File: config.mk
export PLATFORM = sky130hd
export DESIGN_NAME = instr_fetch_unit
export DESIGN_NICKNAME = d
export VERILOG_FILES = /design/src/rtl/instr_fetch_unit.sv
export SDC_FILE = /design/constraint.sdc
export NUM_CORES = 1
export LEC_CHECK = 0
export CAP_MARGIN = 10
export CORE_MARGIN = 4
export CORE_UTILIZATION = 32
export DETAILED_ROUTE_END_ITERATION = 8
export HOLD_SLACK_MARGIN = 0.08
export PLACE_DENSITY = 0.65
export SYNTH_ARGS = -nofsm -noshare
export SYNTH_HDL_FRONTEND = slang
export SYNTH_SLANG_ARGS = --single-unit
File: constraint.sdc
create_clock -name clk -period 2.4 [get_ports clk]
set_input_delay 0.24 -clock clk [delete_from_list [all_inputs] [get_ports clk]]
set_output_delay 0.24 -clock clk [all_outputs]
set_load 0.01 [all_outputs]
File: src/rtl/instr_fetch_unit.sv
// Instruction fetch sequencer: walks pc over a synchronous ROM and feeds the Datapath
// through a 2-entry skid buffer. Build macro IFU_LOOP_EN wraps pc at PROG_LEN and fetches forever.
//
// state   | meaning
// S_IDLE  | waiting for start (after reset or halt)
// S_FETCH | issuing ROM reads while buffer credit allows
// S_DRAIN | every read issued, emptying buffer and in-flight word
// S_DONE  | run complete, done held high
module instr_fetch_unit #(
    parameter int DATA_W   = 32,
    parameter int ADDR_W   = 5,
    parameter int PROG_LEN = 20
) (
    input  logic              clk,
    input  logic              rst_n,
    input  logic              start,
    input  logic              halt,
    output logic              imem_rd_en,
    output logic [ADDR_W-1:0] imem_addr,
    input  logic [DATA_W-1:0] imem_rdata,
    output logic [DATA_W-1:0] instr,
    output logic              instr_valid,
    input  logic              instr_ready,
    output logic [ADDR_W:0]   pc,
    output logic              busy,
    output logic              done
);

    localparam logic [ADDR_W:0] LEN = (ADDR_W+1)'(PROG_LEN);
`ifdef IFU_LOOP_EN
    localparam bit LOOP_EN = 1'b1;
`else
    localparam bit LOOP_EN = 1'b0;
`endif

    typedef enum logic [1:0] {S_IDLE, S_FETCH, S_DRAIN, S_DONE} state_t;

    state_t            state_q, state_d;
    logic [ADDR_W:0]   pc_q, pc_d, pc_inc;
    logic              rd_en;
    logic              in_flight_q;
    logic              head_v_q, skid_v_q;
    logic [DATA_W-1:0] head_q, skid_q;
    logic              push, pop, credit_ok;
    logic [1:0]        occ;

    assign pc_inc = pc_q + 1'b1;
    assign pop    = head_v_q && instr_ready;
    assign push   = in_flight_q;
    // Occupancy counts the word still in flight so returning data always has a slot.
    assign occ       = 2'(head_v_q) + 2'(skid_v_q) + 2'(in_flight_q);
    assign credit_ok = (occ < 2'd2) || (pop && occ == 2'd2);

    always_comb begin
        state_d = state_q;
        pc_d    = pc_q;
        rd_en   = 1'b0;
        case (state_q)
            S_IDLE, S_DONE: begin
                if (start) begin
                    pc_d    = '0;
                    state_d = (LOOP_EN || LEN != '0) ? S_FETCH : S_DRAIN;
                end
            end
            S_FETCH: begin
                if (pc_q < LEN && credit_ok) begin
                    rd_en = 1'b1;
                    pc_d  = pc_inc;
                    if (pc_inc == LEN) begin
                        if (LOOP_EN) pc_d = '0;
                        else         state_d = S_DRAIN;
                    end
                end else if (!LOOP_EN && pc_q >= LEN) begin
                    state_d = S_DRAIN;
                end
            end
            S_DRAIN: begin
                if (!head_v_q && !skid_v_q && !in_flight_q) state_d = S_DONE;
            end
            default: state_d = S_IDLE;
        endcase
        // halt wins over start and suppresses the read in the same cycle
        if (halt) begin
            state_d = S_IDLE;
            pc_d    = pc_q;
            rd_en   = 1'b0;
        end
    end

    always_ff @(posedge clk or negedge rst_n) begin
        if (!rst_n) begin
            state_q <= S_IDLE;
            pc_q    <= '0;
        end else begin
            state_q <= state_d;
            pc_q    <= pc_d;
        end
    end

    // head_q doubles as the instr register, so it keeps its last value when empty.
    always_ff @(posedge clk or negedge rst_n) begin
        if (!rst_n) begin
            in_flight_q <= 1'b0;
            head_v_q    <= 1'b0;
            skid_v_q    <= 1'b0;
            head_q      <= '0;
            skid_q      <= '0;
        end else if (halt) begin
            in_flight_q <= 1'b0;
            head_v_q    <= 1'b0;
            skid_v_q    <= 1'b0;
        end else begin
            in_flight_q <= rd_en;
            case ({pop, push})
                2'b01: begin
                    if (!head_v_q) begin
                        head_q   <= imem_rdata;
                        head_v_q <= 1'b1;
                    end else begin
                        skid_q   <= imem_rdata;
                        skid_v_q <= 1'b1;
                    end
                end
                2'b10: begin
                    if (skid_v_q) begin
                        head_q   <= skid_q;
                        skid_v_q <= 1'b0;
                    end else begin
                        head_v_q <= 1'b0;
                    end
                end
                2'b11: begin
                    if (skid_v_q) begin
                        head_q <= skid_q;
                        skid_q <= imem_rdata;
                    end else begin
                        head_q <= imem_rdata;
                    end
                end
                default: ;
            endcase
        end
    end

    assign imem_rd_en  = rd_en;
    assign imem_addr   = pc_q[ADDR_W-1:0];
    assign instr       = head_q;
    assign instr_valid = head_v_q;
    assign pc          = pc_q;
    assign busy        = (state_q == S_FETCH) || (state_q == S_DRAIN);
    assign done        = (state_q == S_DONE);

endmodule

==> results of run 1 <==
[cells by family (layout without fill, tap and decap cells)]
group | count (synthesis) | in the layout | share of synthesized area
simple gates | 59 | 59 | 0.0817
flops | 75 | 75 | 0.544
fa+ha+maj | 8 | 8 | 0.0312
mux | 66 | 66 | 0.204
buf+inv | 27 | 122 | 0.0439
compound gates | 52 | 52 | 0.0922
xor+xnor | 1 | 1 | 0.00254
[flip-flops by register name, indices dropped and copies added (netlist names)]
name	flops
pc	6
skid_q	32
in_flight_q	1
state_q	2
instr_valid	1
skid_v_q	1
instr	32
[through the flow]
step | total power [uW] | utilization | hold slack [ns]
2_1_floorplan | 3250 | - | -0.0556
3_3_place_gp | 4180 | 0.428 | 0.223
3_5_place_dp | 4260 | 0.428 | 0.230
4_1_cts | 5350 | 0.450 | 0.386
5_1_grt | 5650 | 0.451 | 0.437
6_report | 5280 | 0.451 | 0.391
[final timing paths]
| kind | startpoint | to | slack (ns) | depth (start not counted) |
|---|---|---|---|---|
| min in group clk | skid_q[16] | skid_q[16] | 0.51 | 1 |
| min reg2reg | skid_q[16] | skid_q[16] | 0.51 | 1 |
| max in group asynchronous | rst_n | instr[9] | 1.43 | 3 |
| max reg2reg | state_q[0] | pc[3] | 0.36 | 6 |
| min | rst_n | skid_q[24] | 0.39 | 2 |
| max | in_flight_q | imem_rd_en | 0.14 | 6 |
[timing repair]
item                                   CTS  global route
pin swaps                                0             2
hold buffers                             1             0
resized for setup                        4             5
endpoints found under the hold margin   33             0
setup endpoints to repair                1             1
[cell usage in the layout, fill, tap and decap left out, types with 7 or more instances in the layout]
master / n
clkdlybuf4s50_1: 81
dfrtp_1: 75
a21oi_1: 37
nor2_1: 36
mux2_2: 32
mux2i_1: 32
buf_4: 14
clkbuf_8: 10
inv_1: 8
ha_1: 7
[routing by layer]
metal	up-vias	global-route usage	routed length, um
met4	0	0.0397	68
met2	52	0.199	3610
met1	1202	0.156	3340
met3	6	0.0310	326
met5	-	0	0
li1	1184	-	-
[final cells by class]
type                    count  area share
flip-flops and latches     75       0.399
multi-input cells         186       0.308
repair buffers             98       0.204
well taps                 136      0.0362
clock buffers              11      0.0301
clock inverters             4      0.0157
inverters                   9     0.00719
[report_power, final]
part / switching [uW] / internal (uW)
Sequential: 323 / 1850
Clock: 450 / 611
Combinational: 848 / 1200
Total: 1620 / 3660
[critical path: stages (launching register included)]
cell	delay, ns
dfrtp_1	0.34
inv_1	0.07
fa_1	0.56
a31oi_2	0.11
or3_4	0.40
nor2_4	0.11
buf_6	0.11
==> out/qor.yml, run 1 <==
timing:
  drv_slew: 0
  fin_crit_sh: 0.943
  tns_ns: 0
  rsz0062_at_grt: "no"
  finalClockSkew_ns: 0.0136
  layout_setup_ws_ns: 0.138
  worst_slew_pin_slew_ns: 0.472
  finalSetupViolCount: 0
  min_period_ns: 2.26
  slew_headroom: 0.684
  finalHoldViolCount: 0
  fmax_mhz: 442
power:
  peakVddDrop_uv: 561
  power.density_nw_per_um2: 1120
  power_leakage_uw: 0.00191
detailed_routing:
  drt-total-wl_um: 7350
  vias: 2444
  drc: 0
  drt_iter0_markers: 43
  dr.pass1.iters: 4
  via_per_inst: 4.71
  ant_nets: 0
  wl_per_cell_um: 14.2
floorplanning:
  ioPinCount: 84
  die_w_um: 112
  die_y_um: 112
  rows: 37
  dieArea_um2: 12500
  start_util: 0.331
  design.core.area_um2: 10400
clock_network:
  cts.path.max_buffers: 2
  h-tree-depth: 3
  clock_latency_ns: 0.33
  cts_post_setup_buffers_inserted: 0
  cts_buffers: 9
  clk_pin_slew_ns: 0.08
  cts_tree: "yes"
  cts_root_buffer: "clkbuf_8"
  cts_num_sinks: 75
final_layout:
  seqCellArea_um2: 1880
  n_antenna_cell: 0
  nNetsFinal: 424
  fillers: 983
  syn2layout_area_growth_pct: 36.3
  layoutNonFillerInstCount: 519
  final_area_um2: 4700
  multi_input_area_um2: 1450
  layout-drive-gt1-share: 0.185
logic_synthesis:
  postSynthAreaPerCell_um2: 12.0
  synth.most_common_cell: "dfrtp_1"
  synth_top_area_cell: "dfrtp_1"
  seq_area_frac_synth: 0.544
  ys.flop_type: "dfrtp_1"
  asyncSetResetFlopFracSynth: 1.00
  synth_area_leaders: "dfrtp_1 (54%), mux2_2 (10%), mux2i_1 (9.3%), a21oi_1 (5.4%), nor2_1 (4.0%)"
  synth.net_count: 333
  netlist_instances: 288
  synth_commonest_cells: "dfrtp_1 (75), a21oi_1 (37), nor2_1 (37)"
  yosysWarnings: 0
  ys_seq_elements: 75
  synth_edf_count: 0
  synth_top_area_frac: 0.544
  netlist_area_um2: 3450
  ys_types: 40
critical_path:
  cp_max_fo: 2
  arrival_ns: 2.02
  cp-end-kind: "primary output"
  required_ns: 2.16
  critical_path.startpoint_type: "flip-flop"
  worst-setup-path-type: "flip-flop to primary output"
global_route:
  grt_usage: 0.121
  grt_pass1_wl_um: 12400
  grt_max_degree: 43
  grt_antenna_before_repair: 0
  grt_pass1_vias: 2548
  grt_overflow: 0
job:
  maxCapViolCount: 0
placement:
  pre_cts_ws_ns: 0.0906
  dpl.cell_count: 503
  post-dp-hpwl_um: 5140
  io_buffer_count: 83
  placed_area_um2: 4450
  place.gp.congestion: 0.803
run_status:
  status: "complete, no violations"
min_path:
  hold_class: "input pin to async pin"
(Power assumes the default switching activity.)
==> run 2: changes to the inputs <==
--- a/constraint.sdc
+++ b/constraint.sdc
@@ -3,2 +3,2 @@
 set_output_delay 0.24 -clock clk [all_outputs]
-set_load 0.01 [all_outputs]
+set_load 0.005 [all_outputs]
==> run 2 against run 1 <==
  * Cell count is 0.39% lower
  * Clock-buffer cell count shrank 2
  * Via count is 1.1% lower
  * Sequential cell count unchanged
  * Combinational power fell by 7%
  * Routed wire length increased by 0.53%
  * Non-clock buffer count shrank 1
  * Critical endpoint unchanged
  * Largest power group unchanged
==> out/qor.yml, run 2 (synthesis gave the netlist of run 1 again) <==
run_status:
  status: "complete, no violations"
clock_network:
  cts_root_buffer: "clkbuf_8"
  cts.path.max_buffers: 2
  cts_post_setup_buffers_inserted: 0
  cts_tree: "yes"
  h-tree-depth: 3
  cts_buffers: 9
  cts_num_sinks: 75
  clock_latency_ns: 0.33
  clk_pin_slew_ns: 0.08
final_layout:
  final_area_um2: 4700
  layout-drive-gt1-share: 0.186
  syn2layout_area_growth_pct: 36.3
  seqCellArea_um2: 1880
  n_antenna_cell: 0
  multi_input_area_um2: 1450
  layout_commonest_cell: "clkdlybuf4s50_1"
  layout_common_cells: "clkdlybuf4s50_1 (81), dfrtp_1 (75), a21oi_1 (37), nor2_1 (36)"
  nNetsFinal: 423
  final_util: 0.451
  fillers: 994
global_route:
  grt_overflow: 0
  grt_usage: 0.123
  grt_antenna_before_repair: 0
  grt_pass1_vias: 2616
  grt_pass1_wl_um: 12600
  grt_max_degree: 43
detailed_routing:
  via_per_inst: 4.68
  dr.pass1.iters: 4
  drt_iter0_markers: 92
  drc: 0
  vias: 2417
  ant_nets: 0
  wl_per_cell_um: 14.3
  drt-total-wl_um: 7390
critical_path:
  cp_slowest_cell: "fa_1"
  path_delay_family: "adder cells"
  crit_buf_inv: 2
  critical_path.startpoint_type: "flip-flop"
  cpPeakStageDelay_ns: 0.56
  arrival_ns: 2.04
  cp-end-kind: "primary output"
  required_ns: 2.16
  cp_max_fo: 3
  worst-setup-path-type: "flip-flop to primary output"
  path_cells: "inv_2 > fa_1 > a31oi_2 > or3_4 > nor2_4 > buf_2"
timing:
  finalSetupViolCount: 0
  fmax_mhz: 439
  fin_crit_sh: 0.949
  drv_slew: 0
  min_period_ns: 2.28
  slew_headroom: 0.684
  worst_slew_pin_slew_ns: 0.472
  finalClockSkew_ns: 0.0119
  tns_ns: 0
  fin_hold_ws_ns: 0.405
  rsz0062_at_grt: "no"
  finalHoldViolCount: 0
floorplanning:
  ioPinCount: 84
  design.core.area_um2: 10400
  rows: 37
  die_w_um: 112
  start_util: 0.331
  dieArea_um2: 12500
  die_y_um: 112
placement:
  io_buffer_count: 83
  placed_area_um2: 4450
  post-dp-hpwl_um: 5170
  place.gp.congestion: 0.782
power:
  internal_power_uw: 3720
  power.density_nw_per_um2: 1110
  seqPwrFrac: 0.417
  peakVddDrop_uv: 566
  clock_power_share: 0.216
  p_sw_frac: 0.286
  p_switching_uw: 1490
  power_leakage_uw: 0.00191
  pwr-share-comb: 0.366
min_path:
  hold_class: "input pin to async pin"
job:
  maxCapViolCount: 0
==> run 2: cell types whose count changed in the layout (fill, tap and decap cells not counted), sizes merged <==
cell    delta
clkbuf     -2
buf        -1
bufinv     +1
clkinv     +1
inv        -1
==> run 2: path summary, 6_finish.rpt <==
kind	start	end	slack, ns	cells past startpoint
worst max-delay path	instr_valid	imem_rd_en	0.12	6
worst min-delay path	rst_n	instr[24]	0.41	2
min in group clk	skid_q[22]	skid_q[22]	0.51	1
worst max register to register	instr_valid	pc[3]	0.35	7
worst min register to register	skid_q[22]	skid_q[22]	0.51	1
max in group asynchronous	rst_n	skid_q[3]	1.41	3
==> run 2: worst reg2reg max path: stages, from the launching register on <==
cell	delay, ns
dfrtp_1	0.38
inv_2	0.07
fa_1	0.56
a31oi_2	0.10
buf_4	0.15
o31ai_1	0.18
nand2_1	0.14
a221o_1	0.37
==> run 2: per-layer routing <==
layer  vias up  global-route usage  wire length [um]
met2        52               0.213              3740
met5         -                   0                 0
met4         0              0.0365                40
met1      1179               0.150              3310
li1       1182                   -                 -
met3         4              0.0353               297
==> run 2: repair_timing <==
action / 4_1_cts / 5_1_grt
pin swaps: 2 / 1
gates resized for setup: 5 / 4
hold buffers: 1 / 0
hold endpoints to repair: 33 / 0
gates cloned: 0 / 0
endpoints found under the setup margin: 1 / 1
==> run 2: area by class of cell <==
class,instances,share of cell area
flip-flops and latches,75,0.399
clock buffers,9,0.0264
multi-input cells,186,0.308
well taps,136,0.0362
clock inverters,5,0.0221
repair buffers,97,0.201
inverters,9,0.00719
==> run 2: through the flow <==
stage               std cells  total power, uW  worst slack [ns]
floorplan                 288             3120             0.419
global placement          502             4040             0.100
detailed placement        502             4120            0.0996
CTS                       517             5290            0.0333
global route              517             5590            0.0132
finish                    517             5200             0.122
==> run 2: power groups by stage <==
stage	registers, uW	logic [uW]	clock network, uW
6_report	2170	1910	1130
3_5_place_dp	2200	1920	0
5_1_grt	2250	2110	1230
4_1_cts	2180	1930	1180
2_1_floorplan	2170	949	0
3_3_place_gp	2160	1870	0
==> run 3: changes to the inputs <==
- MAX_ROUTING_LAYER: not set -> met4
==> run 3 against run 2 <==
  * Power hardly changed
  * First-iteration DRC count fell by 20%
  * Sequential share of layout area did not move
  * Global-route usage up 0.33 points
  * Cell count unchanged
  * Clock skew barely moved
  * Register-to-register slack barely moved
  * Sequential power barely moved
  * Die area is the same
  * Critical path type unchanged
  * Clock-buffer cell count did not move
  * Fmax is essentially flat
  * Largest cell class unchanged
==> out/qor.yml, run 3 (synthesis gave the netlist of run 1 again) <==
global_route:
  grt_pass1_vias: 2613
  grt_pass1_wl_um: 12600
  grt_overflow: 0
  grt_antenna_before_repair: 0
  grt_max_degree: 43
  grt_usage: 0.127
detailed_routing:
  wl_per_cell_um: 14.3
  drt-total-wl_um: 7370
  dr.pass1.iters: 4
  vias: 2434
  ant_nets: 0
  via_per_inst: 4.71
  drt_iter0_markers: 74
  drc: 0
timing:
  min_period_ns: 2.28
  tns_ns: 0
  fin_crit_sh: 0.950
  worst_slew_pin_slew_ns: 0.472
  slew_headroom: 0.684
  finalHoldViolCount: 0
  drv_slew: 0
  finalClockSkew_ns: 0.0119
  rsz0062_at_grt: "no"
  fmax_mhz: 439
  finalSetupViolCount: 0
critical_path:
  crit_buf_inv: 2
  cp-end-kind: "primary output"
  worst-setup-path-type: "flip-flop to primary output"
  path_cells: "inv_2 > fa_1 > a31oi_2 > or3_4 > nor2_4 > buf_2"
  critical_path.startpoint_type: "flip-flop"
  cpPeakStageDelay_ns: 0.56
  path_delay_family: "adder cells"
  required_ns: 2.16
  cp_max_fo: 3
  cp_slowest_cell: "fa_1"
  arrival_ns: 2.04
clock_network:
  cts_root_buffer: "clkbuf_8"
  clock_latency_ns: 0.33
  cts_tree: "yes"
  cts_post_setup_buffers_inserted: 0
  h-tree-depth: 3
  cts_num_sinks: 75
  cts.path.max_buffers: 2
  clk_pin_slew_ns: 0.08
  cts_buffers: 9
final_layout:
  n_antenna_cell: 0
  syn2layout_area_growth_pct: 36.3
  layout_commonest_cell: "clkdlybuf4s50_1"
  fillers: 994
  layout_common_cells: "clkdlybuf4s50_1 (81), dfrtp_1 (75), a21oi_1 (37), nor2_1 (36)"
  final_area_um2: 4700
  layoutNonFillerInstCount: 517
  layout-drive-gt1-share: 0.186
  nNetsFinal: 423
  final_util: 0.451
job:
  maxCapViolCount: 0
floorplanning:
  die_y_um: 112
  die_w_um: 112
  ioPinCount: 84
  start_util: 0.331
  rows: 37
  design.core.area_um2: 10400
  dieArea_um2: 12500
power:
  power_leakage_uw: 0.00191
  p_total_uw: 5210
  power.density_nw_per_um2: 1110
  peakVddDrop_uv: 566
placement:
  placed_area_um2: 4450
  dpl.cell_count: 502
  place.gp.congestion: 0.793
  io_buffer_count: 83
  post-dp-hpwl_um: 5170
min_path:
  hold_class: "input pin to async pin"
run_status:
  status: "complete, no violations"
-- run 3: cell counts in the layout (fill, tap and decap cells not counted) --
Identical to the previous run, type by type.
-- run 3: metal layers --
layer / global-route usage / vias up / share of wire
met5: - / - / 0
met4: 0.0365 / 0 / 0.0071
met3: 0.0326 / 7 / 0.038
met2: 0.212 / 52 / 0.51
met1: 0.151 / 1192 / 0.45
li1: - / 1183 / -
-- run 3: area by class of cell --
type / count / area [um2] / share of cell area
Inverter: 9 / 33.8 / 0.00719
Clock inverter: 5 / 104 / 0.0221
Timing Repair Buffer: 97 / 943 / 0.201
Sequential cell: 75 / 1880 / 0.399
Tap cell: 136 / 170 / 0.0362
Clock buffer: 9 / 124 / 0.0264
Multi-Input combinational cell: 186 / 1450 / 0.308
-- run 3: per-stage QoR --
step	worst slack (ns)	hold slack (ns)
final	0.120	0.403
after global routing	0.0159	0.434
after CTS	0.0333	0.393
after detailed placement	0.0996	0.230
after global placement	0.100	0.226
after floorplan	0.419	-0.0556
-- run 3: repair_timing --
action	4_1_cts	5_1_grt
pin swaps	2	1
hold buffers	1	0
hold endpoints to repair	33	0
gates resized for setup	5	4
setup endpoints to repair	1	1
-- run 3: path summary, 6_finish.rpt --
path | cells after the start | slack [ns] | start | endpoint
setup / recovery | 6 | 0.12 | instr_valid | imem_rd_en
hold / removal | 2 | 0.40 | rst_n | state_q[0]
setup reg to reg | 7 | 0.35 | instr_valid | pc[3]
hold reg to reg | 1 | 0.50 | skid_q[30] | skid_q[30]
max in group asynchronous | 3 | 1.41 | rst_n | skid_q[3]
min in group clk | 1 | 0.50 | skid_q[30] | skid_q[30]
-- run 3: report_power, final --
group	switching, uW	internal (uW)
sequential	325	1850
combinational	716	1190
clock	450	680
total	1490	3720
